File: src/rtl/ps2_scancode_decoder.sv
// rtl/ps2_scancode_decoder.sv - PS/2 scan-code decoder popping bytes from an upstream FIFO
// Optional held-key table and query port: define PS2_KEY_STATE_EN.
module ps2_scancode_decoder (
  input  logic       clk,
  input  logic       rst,
  input  logic [7:0] in_data,
  input  logic       in_ready,
  output logic       rdn,
  output logic       key_valid,
  output logic [7:0] key_code,
  output logic       key_ext,
  output logic       key_break,
  output logic       status_valid,
  output logic [7:0] status_code
`ifdef PS2_KEY_STATE_EN
  ,
  input  logic [7:0] query_code,
  input  logic       query_ext,
  output logic       query_down
`endif
);

  typedef enum logic [2:0] {S_IDLE, S_E0, S_F0, S_E0F0, S_PAUSE} state_t;

  state_t     state, state_n;
  logic [2:0] skip, skip_n;
  logic       gap;
  logic       pop;
  logic       kv_n, ke_n, kb_n, sv_n;
  logic [7:0] kc_n, sc_n;

  // gap forces an idle cycle after every pop so in_ready can settle
  assign pop = in_ready && !gap && !rst;
  assign rdn = !pop;

  function automatic logic is_status(input logic [7:0] b);
    case (b)
      8'h00, 8'hFF, 8'hAA, 8'hEE, 8'hFA, 8'hFC, 8'hFD, 8'hFE: return 1'b1;
      default: return 1'b0;
    endcase
  endfunction

  always_comb begin
    state_n = state;
    skip_n  = skip;
    kv_n    = 1'b0;
    kc_n    = key_code;
    ke_n    = key_ext;
    kb_n    = key_break;
    sv_n    = 1'b0;
    sc_n    = status_code;
    if (pop) begin
      if (state == S_PAUSE) begin
        skip_n = skip - 3'd1;
        if (skip == 3'd1) begin
          state_n = S_IDLE;
          kv_n    = 1'b1;
          kc_n    = 8'hE1;
          ke_n    = 1'b0;
          kb_n    = 1'b0;
        end
      end else if (in_data == 8'hE0) begin
        if (state == S_IDLE)    state_n = S_E0;
        else if (state == S_F0) state_n = S_E0F0;
      end else if (in_data == 8'hF0) begin
        if (state == S_IDLE)    state_n = S_F0;
        else if (state == S_E0) state_n = S_E0F0;
      end else if (in_data == 8'hE1 && state == S_IDLE) begin
        state_n = S_PAUSE;
        skip_n  = 3'd7;
      end else if (is_status(in_data)) begin
        sv_n    = 1'b1;
        sc_n    = in_data;
        state_n = S_IDLE;
      end else begin
        kv_n    = 1'b1;
        kc_n    = in_data;
        ke_n    = (state == S_E0) || (state == S_E0F0);
        kb_n    = (state == S_F0) || (state == S_E0F0);
        state_n = S_IDLE;
      end
    end
  end

  always_ff @(posedge clk) begin
    if (rst) begin
      state        <= S_IDLE;
      skip         <= 3'd0;
      gap          <= 1'b0;
      key_valid    <= 1'b0;
      key_code     <= 8'h00;
      key_ext      <= 1'b0;
      key_break    <= 1'b0;
      status_valid <= 1'b0;
      status_code  <= 8'h00;
    end else begin
      state        <= state_n;
      skip         <= skip_n;
      gap          <= pop;
      key_valid    <= kv_n;
      key_code     <= kc_n;
      key_ext      <= ke_n;
      key_break    <= kb_n;
      status_valid <= sv_n;
      status_code  <= sc_n;
    end
  end

`ifdef PS2_KEY_STATE_EN
  logic [511:0] held;

  // Pause is the only event reported as E1 with neither prefix flag
  always_ff @(posedge clk) begin
    if (rst)
      held <= '0;
    else if (key_valid && !(key_code == 8'hE1 && !key_ext && !key_break))
      held[{key_ext, key_code}] <= !key_break;
  end

  assign query_down = held[{query_ext, query_code}];
`endif

endmodule

File: config.mk
export PLATFORM = sky130hd
export DESIGN_NAME = ps2_scancode_decoder
export DESIGN_NICKNAME = d
export VERILOG_FILES = /design/src/rtl/ps2_scancode_decoder.sv
export SDC_FILE = /design/constraint.sdc
export NUM_CORES = 1
export LEC_CHECK = 0
export BUFFER_PORTS_ARGS = -buffer_cell sky130_fd_sc_hd__clkbuf_2
export CAP_MARGIN = 30
export CORE_MARGIN = 8
export CORE_UTILIZATION = 42
export DETAILED_ROUTE_END_ITERATION = 16
export GPL_TIMING_DRIVEN = 1
export PLACE_DENSITY = 0.61
export SYNTH_ARGS = -nofsm -noshare
export SYNTH_HDL_FRONTEND = slang
export SYNTH_SLANG_ARGS = --single-unit
export TNS_END_PERCENT = 30
File: constraint.sdc
create_clock -name clk -period 3.7 [get_ports clk]
set_input_delay 0.37 -clock clk [delete_from_list [all_inputs] [get_ports clk]]
set_output_delay 0.37 -clock clk [all_outputs]
set_load 0.05 [all_outputs]
* Yosys cells after proc, flatten, opt, wreduce, memory -nomap -nowiden
Cells that the tools add are included.
Widths: inputs -> output; s select.
** Storage, ports and cells
- Output and inout bits :: 21
- Input port bits :: 11
- Bits in registers :: 27
- Word-level logic and storage cells :: 98
** Cells by class
- Eq/ne operators :: 22
- Add/sub/neg operators :: 1
- Bitwise gates (word level) :: 5
- Mux-type cells :: 43
- Reductions and logical operators :: 18
** Operators with widths (number)
- $eq 8x8->1 const B :: 10
- $mux 8 :: 6
- $mux 3 :: 13
- $mux 1 :: 24
- $reduce_and 6->1 :: 2
- $logic_not 8->1 :: 1
- $ne 2x2->1 const B :: 4
- $reduce_and 4->1 :: 2
- $reduce_or 8->1 :: 1
- $eq 3x1->1 const B :: 2
- $eq 3x2->1 const B :: 2
- $reduce_or 6->1 :: 1
- $ne 5x4->1 const B :: 1
- $not 1->1 :: 5
- $ne 4x2->1 const B :: 1
- $eq 3x3->1 const B :: 1
- $logic_and 1x1->1 :: 3
- $logic_not 1->1 :: 3
- $logic_not 3->1 :: 1
- $sub 3x1->3 const B :: 1
- $logic_or 1x1->1 :: 2
- $ne 2x1->1 const B :: 1
- $reduce_bool 2->1 :: 1
- $reduce_or 2->1 :: 1

* Longest topological paths before layout
- Depth in word-level cells :: 13
- Gate-level depth with buffers :: 7

* Least setup slack after synthesis
OpenSTA, ideal clock, no wires.
- Path kind :: input to register
- Start point :: input in_data[4]
- End point :: register key_code[5]
- Required time :: 3.581 ns
- Slack :: 1.846 ns
- Arrival time :: 1.735 ns
- Setup time :: 0.119 ns
- Stages :: 7
- Cells stage by stage :: buf_2 -> or3_1 -> o211ai_2 -> a222oi_1 -> o21ai_2 -> inv_2 -> o221a_1
** On the way
- Word-level cells in the longest chain between the ends :: 10
- Elaborated cells on any way between the ends :: 24
- Those cells by class :: eq/ne (14); mux (6); reduce/logical (4)
** RTL lines
- from (decl) :: RTL line 6 : input logic [7:0] in_data,
- $eq 8x8->1 or $logic_not 8->1 (tied branches) :: RTL line 37 : case (b)
- $reduce_or 8->1 :: RTL line 37
- $mux 1 :: RTL line 37
- $mux 1 :: RTL line 68 : end else if (in_data == 8'hE1 && state == S_IDLE) begin
- $mux 1 :: RTL line 65 : end else if (in_data == 8'hF0) begin
- $mux 1 :: RTL line 62 : end else if (in_data == 8'hE0) begin
- $mux 1 :: RTL line 53 : if (state == S_PAUSE) begin
- $mux 1 :: RTL line 52 : if (pop) begin
- $ne 2x2->1 (no source line)
- $reduce_and 6->1 (no source line) *
- to (signal assigned) :: RTL line 101 : key_code <= kc_n;
- to (decl) :: RTL line 10 : output logic [7:0] key_code,
Mark *: on every way between the ends. The rest lies on a longest branch, timed or not. The select of a mux whose other input is x is not followed.
A chain may end at the register's enable or synchronous reset.

* Worst setup path in the final report
- Start point :: register state[0]
- End point :: register key_code[0]
** On the way
- Word-level cells in the longest chain between the ends :: 4
- Elaborated cells on any way between the ends :: 10
- Those cells by class :: eq/ne (6); mux (1); reduce/logical (3)
** RTL lines
- from (decl) :: RTL line 25 : state_t state, state_n;
- from (signal assigned) :: RTL line 97 : state <= state_n;
- $logic_not 3->1 :: RTL line 68
- $logic_and 1x1->1 :: RTL line 68
- $ne 2x2->1 (no source line)
- $reduce_and 6->1 (no source line)
Parallel ways exist; a longest one is shown, timed or not.

==> flow_summary.toml <==
[cts]
cts_buffers = 3
htree_levels = 1
hold_buffers = 0
clk_pin_slew_ps = 140
cts_buffer_depth = 2
clock_latency_ps = 320
cts.sinks = 27
postCtsSetupBuffers = 0
cts-root-buf = "clkbuf_4"
cts_tree = "done"
ctsResizeCount = 0

[pwr]
power_switching_mw = 0.157
pwr-share-seq = 0.580
power.density_nw_per_um2 = 357
internal_power_mw = 0.367
ir_drop_mv = 0.169
finalPower_mw = 0.524
clock_power_share = 0.243
p_comb_frac = 0.176
switching_share = 0.299
p_leak_nw = 0.570

[sta]
hold_viol = 0
rsz0062_at_grt = "no"
post-route-period-util = 0.537
relSlewSlack = 0.511
finClkSkew_ps = 2.60
fin_setup_tns_ps = 0
slew_viol_final = 0
tightestPinTransition_ps = 733
fmax_mhz = 504
setup_viol = 0
final.min_clock_period_ps = 1990

[routing]
wirelength_mm = 3.05
dr.pass1.iters = 4
antenna_left = 0
viasPerCell = 5.81
drc = 0
wl_per_cell_um = 15.7
drtIter0Drc = 45
vias = 1128

[worst_setup_path]
slowest_delay_ps = 530
cp_cell_sequence = "nor2_1, a222oi_1, o21ai_2, inv_2, o221a_1"
crit_path_start_kind = "register"
cp_max_fo = 10
reg2reg_slack_ps = 1710
required_ps = 3930
path_class = "reg -> reg"
end_kind = "register"
arrival_ps = 2220
cp_slowest_cell = "nor2_1"

[global_routing]
antenna_found_initial = 0
grtUsageMet2 = 0.206
grt_pass1_wl_mm = 5.42
grt-ovfl-total = 0
grt_max_degree = 17
gr-usage-all-layers = 0.128
use_met3 = 0.0349
use_met1 = 0.158
grt_busiest_layer = "met2"
grt_pass1_vias = 1120

[yosys]
synthDistinctLibCells = 47
synth.ff_latch_count = 27
synth.area.top_cells = "dfxtp_1 (42%), a21oi_1 (3.9%), a32o_1 (3.9%)"
synth_top_family_by_area = "compound AO/OA/AOI/OAI gates"
synth_top_area_share = 0.420
synthAdderAreaFrac = 0.0194
synth_xor_area_frac = 0.00680
muxShareOfSynthArea = 0
synth_area_um2 = 1290
async_flop_share = 0
synth-seq-area-share = 0.420
syn_avg_cell_area_um2 = 9.75
synth_edf_count = 0
synth_compound_area_frac = 0.321
synthSimpleGateAreaFrac = 0.181
ys_warn_count = 0
synth_top_area_cell = "dfxtp_1"
syn_nets = 145
ys.flop_type = "dfxtp_1"
netlist_instances = 132

[floorplan]
io_pins = 32
die_w_um = 71.4
start_util = 0.432
dieArea_um2 = 5090
die_h_um = 71.4
core-area_um2 = 2980
row_count = 20

[placed_design]
place.gp.congestion = 0.781
dp_cells = 190
dpl.hpwl_mm = 2.32
postPlaceCellArea_um2 = 1440
io_buffer_count = 31

[status]
status = "completed"

[cells_and_area]
fillerInstances = 308
final_cell_mix = "clkbuf_2 (31), dfxtp_1 (27), a21oi_1 (10), o21ai_1 (10), nand3_1 (8)"
nets = 175
antennaDiodeCount = 0
finalInstanceArea_um2 = 1470
multi_input_area_um2 = 679
drive_gt1_frac = 0.317
final_common_cell = "clkbuf_2"
regArea_um2 = 541
area_growth_pct = 14.1
stdcell_count = 194

[job]
max_cap_viol_count = 0

[min_path]
min_path_type = "in -> reg"
## final timing paths
| path | cells past startpoint | end | from |
|---|---|---|---|
| worst max-delay path | 5 | key_code[0] | state[0] |
| worst min-delay path | 2 | key_code[3] | in_data[3] |
| worst max register to register | 5 | key_code[0] | state[0] |
| worst min register to register | 1 | gap | gap |
## power by group through the flow
| stage | clock [mW] | sequential [mW] | combinational (mW) |
|---|---|---|---|
| 2_1_floorplan | 0 | 0.337 | 0.0422 |
| 3_3_place_gp | 0 | 0.310 | 0.0918 |
| 3_5_place_dp | 0 | 0.311 | 0.0925 |
| 4_1_cts | 0.134 | 0.304 | 0.0930 |
| 5_1_grt | 0.142 | 0.305 | 0.0999 |
| 6_report | 0.127 | 0.304 | 0.0925 |
## routing by layer
metal / routed length, µm / share of wire / up-vias
li1: - / - / 568
met1: 1510 / 0.49 / 531
met2: 1350 / 0.44 / 24
met3: 158 / 0.052 / 5
met4: 41 / 0.013 / 0
met5: 0 / 0 / -
## layout make-up
| type | count | share of cell area |
|---|---|---|
| multi-input combinational | 92 | 0.463 |
| inverter | 7 | 0.0179 |
| sequential | 27 | 0.368 |
| clock buffer | 4 | 0.0179 |
| timing repair buffer | 31 | 0.106 |
| tap | 33 | 0.0281 |
## metrics by stage
step	hold slack [ps]	setup WS [ps]	util
after global placement	435	1550	0.484
final	311	1710	0.493
after CTS	293	1710	0.493
after floorplan	424	1850	-
after global routing	329	1510	0.493
after detailed placement	443	1540	0.484
## synth_stat cells (2+ instances only)
library cell	n
inv_2	3
a211oi_1	2
buf_2	2
nand2_1	4
a21oi_1	10
nor3b_2	2
and3_1	3
nand4_1	2
or3_1	2
a21oi_2	3
nand3_1	8
ha_1	2
inv_1	4
o21ai_1	10
o221a_1	4
clkbuf_1	3
a32o_1	5
nor2_1	5
nand2b_1	2
o21ai_0	3
dfxtp_1	27
## logic make-up after synthesis
logic type,count (synthesis)
and+or+nand+nor,37
adders and majority gates,2
DFF,27
buffers and inverters,13
AOI/OAI and AO/OA,52
xor gates and xnor gates,1
## sequential cells by signal, indices dropped and copies added (netlist names)
signal / cells
gap: 1
key_break: 1
key_code: 8
key_ext: 1
key_valid: 1
skip: 3
state: 3
status_code: 8
status_valid: 1
## critical path, delay by kind of cell, from the launching register on
| family | cells | cell delay, ps |
|---|---|---|
| AOI/OAI and AO/OA | 3 | 870 |
| and+or+nand+nor | 1 | 530 |
| DFF | 1 | 380 |
| buffers and inverters | 1 | 120 |
Note: power is estimated with default switching activity, not from simulation.
